===== config.mk =====
export PLATFORM = sky130hd
export DESIGN_NAME = game_outcome_controller
export DESIGN_NICKNAME = d
export VERILOG_FILES = /design/src/rtl/game_outcome_controller.sv
export SDC_FILE = /design/constraint.sdc
export NUM_CORES = 1
export LEC_CHECK = 0
export ABC_AREA = 1
export BUFFER_PORTS_ARGS = -buffer_cell sky130_fd_sc_hd__buf_2
export CAP_MARGIN = 20
export CORE_MARGIN = 2
export CORE_UTILIZATION = 59
export DETAILED_ROUTE_END_ITERATION = 12
export HOLD_SLACK_MARGIN = 0.06
export PLACE_DENSITY = 0.83
export SYNTH_ARGS = -nofsm -noshare
export SYNTH_HDL_FRONTEND = slang
export SYNTH_SLANG_ARGS = --single-unit

===== constraint.sdc =====
create_clock -name clk -period 3.7 [get_ports clk]
set_input_delay 0.74 -clock clk [delete_from_list [all_inputs] [get_ports clk]]
set_output_delay 0.74 -clock clk [all_outputs]
set_load 0.005 [all_outputs]

===== src/rtl/game_outcome_controller.sv =====
// Per-frame game rules on top of the dragon collision checker's sticky flags.
// Optional high-score tracking is enabled by defining GAME_OUTCOME_HIGH_SCORE_EN.
module game_outcome_controller #(
  parameter int unsigned START_LIVES   = 3,
  parameter int unsigned LIVES_WIDTH   = 3,
  parameter int unsigned SCORE_WIDTH   = 10,
  parameter int unsigned INVULN_FRAMES = 60,
  parameter int unsigned INVULN_WIDTH  = 6
) (
  input  logic                   clk,
  input  logic                   reset,
  input  logic                   frame_end,
  input  logic                   start,
  input  logic                   playerDragonCollision,
  input  logic                   swordDragonCollision,
  input  logic                   sheepDragonCollision,
  output logic [1:0]             gameState,
  output logic [LIVES_WIDTH-1:0] lives,
  output logic [SCORE_WIDTH-1:0] score,
  output logic                   playerHit,
  output logic                   dragonHit,
  output logic                   sheepEaten,
  output logic                   collisionClear
`ifdef GAME_OUTCOME_HIGH_SCORE_EN
  ,
  output logic [SCORE_WIDTH-1:0] highScore,
  output logic                   newHighScore
`endif
);

  typedef enum logic [1:0] {
    StIdle     = 2'd0,
    StPlaying  = 2'd1,
    StInvuln   = 2'd2,
    StGameOver = 2'd3
  } state_e;

  localparam logic [SCORE_WIDTH-1:0]  ScoreMax   = '1;
  localparam logic [LIVES_WIDTH-1:0]  LivesStart = LIVES_WIDTH'(START_LIVES);
  localparam logic [LIVES_WIDTH-1:0]  LivesOne   = LIVES_WIDTH'(1);
  localparam logic [INVULN_WIDTH-1:0] InvulnLoad = INVULN_WIDTH'(INVULN_FRAMES);
  localparam logic [INVULN_WIDTH-1:0] InvulnOne  = INVULN_WIDTH'(1);

  state_e                  state_q, state_d;
  logic [LIVES_WIDTH-1:0]  lives_q, lives_d;
  logic [SCORE_WIDTH-1:0]  score_q, score_d;
  logic [INVULN_WIDTH-1:0] invuln_q, invuln_d;
  logic                    player_hit_q, player_hit_d;
  logic                    dragon_hit_q, dragon_hit_d;
  logic                    sheep_eaten_q, sheep_eaten_d;
  logic                    clear_q, clear_d;

  always_comb begin
    state_d       = state_q;
    lives_d       = lives_q;
    score_d       = score_q;
    invuln_d      = invuln_q;
    player_hit_d  = 1'b0;
    dragon_hit_d  = 1'b0;
    sheep_eaten_d = 1'b0;

    unique case (state_q)
      StIdle: begin
        // start wins over a coincident frame_end; that frame's flags are dropped
        if (start) begin
          state_d = StPlaying;
          lives_d = LivesStart;
          score_d = '0;
        end
      end
      StPlaying, StInvuln: begin
        if (frame_end) begin
          if (swordDragonCollision) begin
            dragon_hit_d = 1'b1;
            if (score_q != ScoreMax) score_d = score_q + 1'b1;
          end
          if (sheepDragonCollision) sheep_eaten_d = 1'b1;
          if (state_q == StInvuln) begin
            invuln_d = invuln_q - 1'b1;
            if (invuln_q == InvulnOne) state_d = StPlaying;
          end else if (playerDragonCollision) begin
            player_hit_d = 1'b1;
            lives_d      = lives_q - 1'b1;
            if (lives_q == LivesOne) begin
              state_d = StGameOver;
            end else begin
              state_d  = StInvuln;
              invuln_d = InvulnLoad;
            end
          end
        end
      end
      StGameOver: begin
        if (start) state_d = StIdle;
      end
      default: state_d = StIdle;
    endcase

    // Flags are cleared after every consumed frame and held clear while not in play.
    clear_d = (state_d == StIdle) || (state_d == StGameOver) || frame_end;
  end

  always_ff @(posedge clk) begin
    if (reset) begin
      state_q       <= StIdle;
      lives_q       <= '0;
      score_q       <= '0;
      invuln_q      <= '0;
      player_hit_q  <= 1'b0;
      dragon_hit_q  <= 1'b0;
      sheep_eaten_q <= 1'b0;
      clear_q       <= 1'b1;
    end else begin
      state_q       <= state_d;
      lives_q       <= lives_d;
      score_q       <= score_d;
      invuln_q      <= invuln_d;
      player_hit_q  <= player_hit_d;
      dragon_hit_q  <= dragon_hit_d;
      sheep_eaten_q <= sheep_eaten_d;
      clear_q       <= clear_d;
    end
  end

  assign gameState      = state_q;
  assign lives          = lives_q;
  assign score          = score_q;
  assign playerHit      = player_hit_q;
  assign dragonHit      = dragon_hit_q;
  assign sheepEaten     = sheep_eaten_q;
  assign collisionClear = clear_q;

`ifdef GAME_OUTCOME_HIGH_SCORE_EN
  logic [SCORE_WIDTH-1:0] high_q, high_d;
  logic                   new_high_q, new_high_d;

  // Uses score_d so the fatal frame's own sword hit counts toward the record.
  always_comb begin
    high_d     = high_q;
    new_high_d = 1'b0;
    if ((state_d == StGameOver) && (state_q != StGameOver) && (score_d > high_q)) begin
      high_d     = score_d;
      new_high_d = 1'b1;
    end
  end

  always_ff @(posedge clk) begin
    if (reset) begin
      high_q     <= '0;
      new_high_q <= 1'b0;
    end else begin
      high_q     <= high_d;
      new_high_q <= new_high_d;
    end
  end

  assign highScore    = high_q;
  assign newHighScore = new_high_q;
`endif

endmodule


==> run metrics, run 1 <==
outcome=complete, no violations; Worst Skew=about 7.2 ps; setup ws final=1840 ps; Worst path slowest cell=dfxtp_1; Post-CTS Hold Fix Bufs=0; critical path depth=9; initial antenna violation count=0; Die H=53.7 um; hpwl dp=around 2300 um; CTS Sinks=25; total CTS buffers=3; io pins=26; CTS root buf=clkbuf_4; insertion delay to the later sink of the worst-skew pair=310 ps; CP Capture Type=register; Hold WC Path Type=register to register; synth top area cells=dfxtp_1, nand2_1, inv_1; gpl congestion=about 0.84; hold path depth=2; WS Path Type=register to register; Final Core Density=between 70% and 80%; Site Rows=17; H-tree Lvls=1; CP required=roughly 4000 ps; PD cells=~340 nW/um^2; die area=2880 sq um; post-CTS resize count=0; leakage power=0.000775 uW; post-DR wirelength/cell=approximately 11 um; maximum capacitance violations=0; cell with the most instances after synthesis=nand2_1; # diodes=0; Synth Register Bits=25; Max Fclk=537 MHz; max-slew violation count=0; # Post-CTS Setup Buffers=0; Yosys cell types=26; register area share after synthesis=34.4%; VDD IR-drop max=around 0.25 mV; DRC Markers=0; number of synthesized flops with an enable pin=0; Slew HR=around 80%; Cells after DPL=~260; CTS tree=done; worst-path cell chain=inv_1 -> ha_1 -> nand2_2 -> inv_1 -> nand2_1 -> nand2_1 -> inv_1 -> o21ai_0 -> inv_1; Initial Utilization=63.9%; Mapped Nets=227; Yosys top cell by area=dfxtp_1; clock buffer depth=2; final wirelength=between 2000 and 3000 um; RSZ-0062 raised after global routing=no; CTS clk-pin slew, worst paths=140 ps; Routed Antenna Nets=0; pre-CTS setup slack=about 1900 ps; Syn Area/Cell=a little under 7 sq um; vias in the first global route=1206; final std cells w/o fill=approximately 270; Final min period=between 1500 and 2000 ps; nets=between 200 and 300; GRT Util Overall=a little under a quarter; setup TNS=0 ps; Critical path buffers and inverters=4; Critical Path Max Stage Delay=420 ps; Power, Total=~550 uW; ys async rst share=0%; drt first pass iters=4; CP most frequent cell=inv_1; Horiz. Die Dim=between 50 and 60 um; Tcrit/Tclk final=between 50% and 60%; Fin. Hold Viols=0; vias=about 1300; Post-Synthesis Cells=between 200 and 250; startpoint types=register; fill count=197; I/O Buffers=25; first-pass GRT wire length=4960 um; GRT overflow=0; Via-to-Cell Ratio=between 5 and 6; Final setup viols=0; Crit path max-delay family=buffers and inverters; CP Max Fanout=6; Top FF cell, synth=dfxtp_1; Mapped Area=1460 sq um; Arr. time, crit path=roughly 2100 ps; Slew @ Worst Pin=about 260 ps; DRT iter0 DRCs=17; layout cells sized above 1=between 10% and 20%; largest net degree at the start of global routing=14; top cell type's share of synthesized area=between 30% and 40%; Area Growth Syn to Fin=11.5%; top cells by count, synth=nand2_1, inv_1, nor2_1; core area=~2300 sq um; Syn. warnings=0; Register-to-Register Path Depth=9
cell type report:
type	instances	area, sq um	share of cell area (%)
well taps	28	35.0	2.16
repair buffers	25	125	7.71
multi-input cells	153	816	50.3
inverters	32	120	7.40
clock buffers	4	26.3	1.62
flip-flops and latches	25	500	30.8
worst register-to-register path: cells and delay by family (launching register included):
| family | cells | cell delay [ps] |
|---|---|---|
| fa+ha+maj | 1 | 380 |
| buf+inv | 4 | 440 |
| simple gates | 3 | 390 |
| compound gates | 1 | 150 |
| flops | 1 | 420 |
stage by stage:
stage               area, sq um  hold slack (ps)
floorplan                  1460              466
global placement           1600              477
detailed placement         1600              486
CTS                        1620              505
global route               1620              550
finish                     1620              501
sequential cells by signal, indices dropped and copies added, names as in the netlist:
register        count
lives               3
gameState           2
playerHit           1
invuln_q            6
sheepEaten          1
score              10
dragonHit           1
collisionClear      1
where the power goes:
part           switching [uW]  leakage (uW)  total (uW)  internal (uW)
sequential               13.8      0.000203         298            284
combinational            80.2      0.000557         128           47.8
clock                    80.1     0.0000150         122           42.1
worst paths after layout:
| path | start | end | slack (ps) |
|---|---|---|---|
| max | gameState[0] | invuln_q[0] | 1840 |
| min | score[9] | score[9] | 500 |
| max reg2reg | gameState[0] | invuln_q[0] | 1840 |
| min reg2reg | score[9] | score[9] | 500 |
per-layer routing:
layer | track usage [%] | share of wire (%)
met4 | 6.41 | 0.96
met3 | 2.50 | 4.0
met2 | 37.8 | 44
met5 | 0 | 0
met1 | 32.1 | 51
cell families (layout without fill, tap and decap cells):
kind of cell	count (synthesis)	after routing	share of synthesized area, %
DFF	25	25	34.4
adders and majority gates	8	8	6.88
AOI/OAI and AO/OA	27	27	9.37
and+or+nand+nor	112	112	36.2
xor gates and xnor gates	6	6	3.61
buffers and inverters	34	61	9.54
cells in the final DEF (no fill, tap or decap), drive strengths merged:
master and instances:
a21oi 17, and2 1, buf 25, clkbuf 4, dfxtp 25, ha 8
inv 32, nand2 53, nand3 19, nand3b 1, nor2 30, nor3 4
nor3b 2, o21ai 9, o22ai 1, or2 2, xnor2 3, xor2 3
Note: power is estimated with default switching activity, not from simulation.
==> inputs of run 2 (changes only) <==
--- a/config.mk
+++ b/config.mk
@@ -9,10 +9,10 @@
 export BUFFER_PORTS_ARGS = -buffer_cell sky130_fd_sc_hd__buf_2
 export CAP_MARGIN = 20
 export CORE_MARGIN = 2
-export CORE_UTILIZATION = 59
+export CORE_UTILIZATION = 49
 export DETAILED_ROUTE_END_ITERATION = 12
 export HOLD_SLACK_MARGIN = 0.06
-export PLACE_DENSITY = 0.83
+export PLACE_DENSITY = 0.73
 export SYNTH_ARGS = -nofsm -noshare
 export SYNTH_HDL_FRONTEND = slang
 export SYNTH_SLANG_ARGS = --single-unit
==> constraint.sdc (replaced) <==
create_clock -name clk -period 1.7 [get_ports clk]
set_input_delay 0.34 -clock clk [delete_from_list [all_inputs] [get_ports clk]]
set_output_delay 0.34 -clock clk [all_outputs]
set_load 0.005 [all_outputs]
==> run 2 against run 1 <==
Critical path depth is 1 lower. Non-clock buffer count is 6 higher. Clock power is 120% higher. Critical endpoint is now lives[1]. Die area is 19% higher. Wire length is 1.8% higher.
==> run metrics, run 2 (same netlist as run 1, synthesis figures left out) <==
Crit path max-delay family=simple AND/OR/NAND/NOR gates; layout cells sized above 1=about a fifth; Area Growth Syn to Fin=16.7%; insertion delay to the later sink of the worst-skew pair=between 300 and 400 ps; drt first pass iters=4; pre-CTS setup slack=between 50 and 60 ps; most frequent cells in the layout=nand2_1, inv_1, nor2_1; maximum capacitance violations=0; CTS tree=done; # diodes=0; top layer in use=met4; WHS=just over 200 ps; post-DR wirelength/cell=10.7 um; Initial Utilization=a little over half; Slew @ Worst Pin=~280 ps; hpwl dp=approximately 2300 um; post-CTS resize count=0; H-tree Lvls=1; Die H=just under 60 um; CTS clk-pin slew, worst paths=about 140 ps; I/O Buffers=25; Site Rows=19; largest net degree at the start of global routing=14; GRT Util Overall=19.2%; Via-to-Cell Ratio=approximately 5.0; Cells after DPL=about 270; Max Fclk=about 650 MHz; Final Core Density=~60%; io pins=26; vias=1374; Critical Path Max Stage Delay=~340 ps; core area=between 2000 and 3000 sq um; Worst path slowest cell=dfxtp_2; WS Path Type=register to register; R2R Setup Slk=150 ps; gpl congestion=slightly above 0.8; Fin. Hold Viols=0; outcome=complete, no violations; Worst Skew=13.4 ps; clock buffer depth=2; Post-CTS Hold Fix Bufs=0; Horiz. Die Dim=slightly below 60 um; max reg flops=10; GRT overflow=0; vias in the first global route=between 1000 and 1500; M1 wire length=roughly 1500 um; total CTS buffers=3; final std cells w/o fill=around 280; fill count=approximately 280; worst-path cell chain=inv_1 -> ha_4 -> inv_1 -> nand2_1 -> o21ai_1 -> nand3_1 -> nor2_1 -> a21oi_1; max-slew violation count=0; CP Capture Type=register; Arr. time, crit path=~1800 ps; VDD IR-drop max=0.606 mV; leakage power=0.000808 uW; PD cells=724 nW/um^2; met2 wire length=~1300 um; Slew HR=slightly above 80%; nets=261; Final min period=~1500 ps; met3 WL=127 um; die area=around 3400 sq um; Final setup viols=0; most common cell after layout, fill and taps aside=nand2_1; Tcrit/Tclk final=about 91%; CP most frequent cell=inv_1; CP Max Fanout=5; final wirelength=~3000 um; CTS root buf=clkbuf_4; DRT iter0 DRCs=48; Critical path buffers and inverters=2; first-pass GRT wire length=between 5000 and 6000 um; DRC Markers=0; initial antenna violation count=0; startpoint types=register; # Post-CTS Setup Buffers=0; setup ws final=around 150 ps; Hold WC Path Type=primary input to register; CP required=between 1500 and 2000 ps; CTS Sinks=25; Routed Antenna Nets=0
-- run 2: cell count changes in the layout (fill, tap and decap cells not counted), moves of 2 or more --
cell     previous run  this run
o21ai_0             9         7
buf_4               0         6
o21ai_1             0         2
dfxtp_2             0         2
dfxtp_1            25        23
-- run 2: where the power goes --
| group | leakage (uW) | internal [uW] | switching [uW] |
|---|---|---|---|
| Sequential | 0.000204 | 619 | 26.9 |
| Clock | 0.0000150 | 92.0 | 179 |
| Combinational | 0.000589 | 127 | 185 |
| Total | 0.000808 | 838 | 391 |
-- run 2: path summary, 6_finish.rpt --
check / end / start / cells after the start
hold reg to reg: lives[0] / lives[0] / 1
hold / removal: sheepEaten / sheepDragonCollision / 3
setup reg to reg: lives[1] / gameState[0] / 8
setup / recovery: lives[1] / gameState[0] / 8
-- run 2: layer usage --
layer | vias up | GRT usage [%]
met5 | - | 0
met4 | 0 | 4.98
met3 | 5 | 4.84
met2 | 25 | 30.3
met1 | 612 | 26.2
li1 | 732 | -
-- run 2: area by class of cell --
type                    count  area, sq um  area share [%]
flip-flops and latches     25          503            29.6
inverters                  32          120            7.07
multi-input cells         153          840            49.4
well taps                  31         38.8            2.28
repair buffers             31          170            10.0
clock buffers               4         26.3            1.55
-- run 2: per-stage QoR --
stage               TNS (ps)  area [sq um]  total power, uW
floorplan                  0          1460              870
global placement           0          1650              950
detailed placement         0          1650              951
CTS                        0          1670             1220
global route           -4.92          1700             1320
finish                     0          1700             1230
-- run 2: worst reg2reg max path, stage by stage (launching register included) --
cell and delay [ps]:
dfxtp_2 340, inv_1 130, ha_4 240, inv_1 140
nand2_1 70, o21ai_1 70, nand3_1 170, nor2_1 190
a21oi_1 90
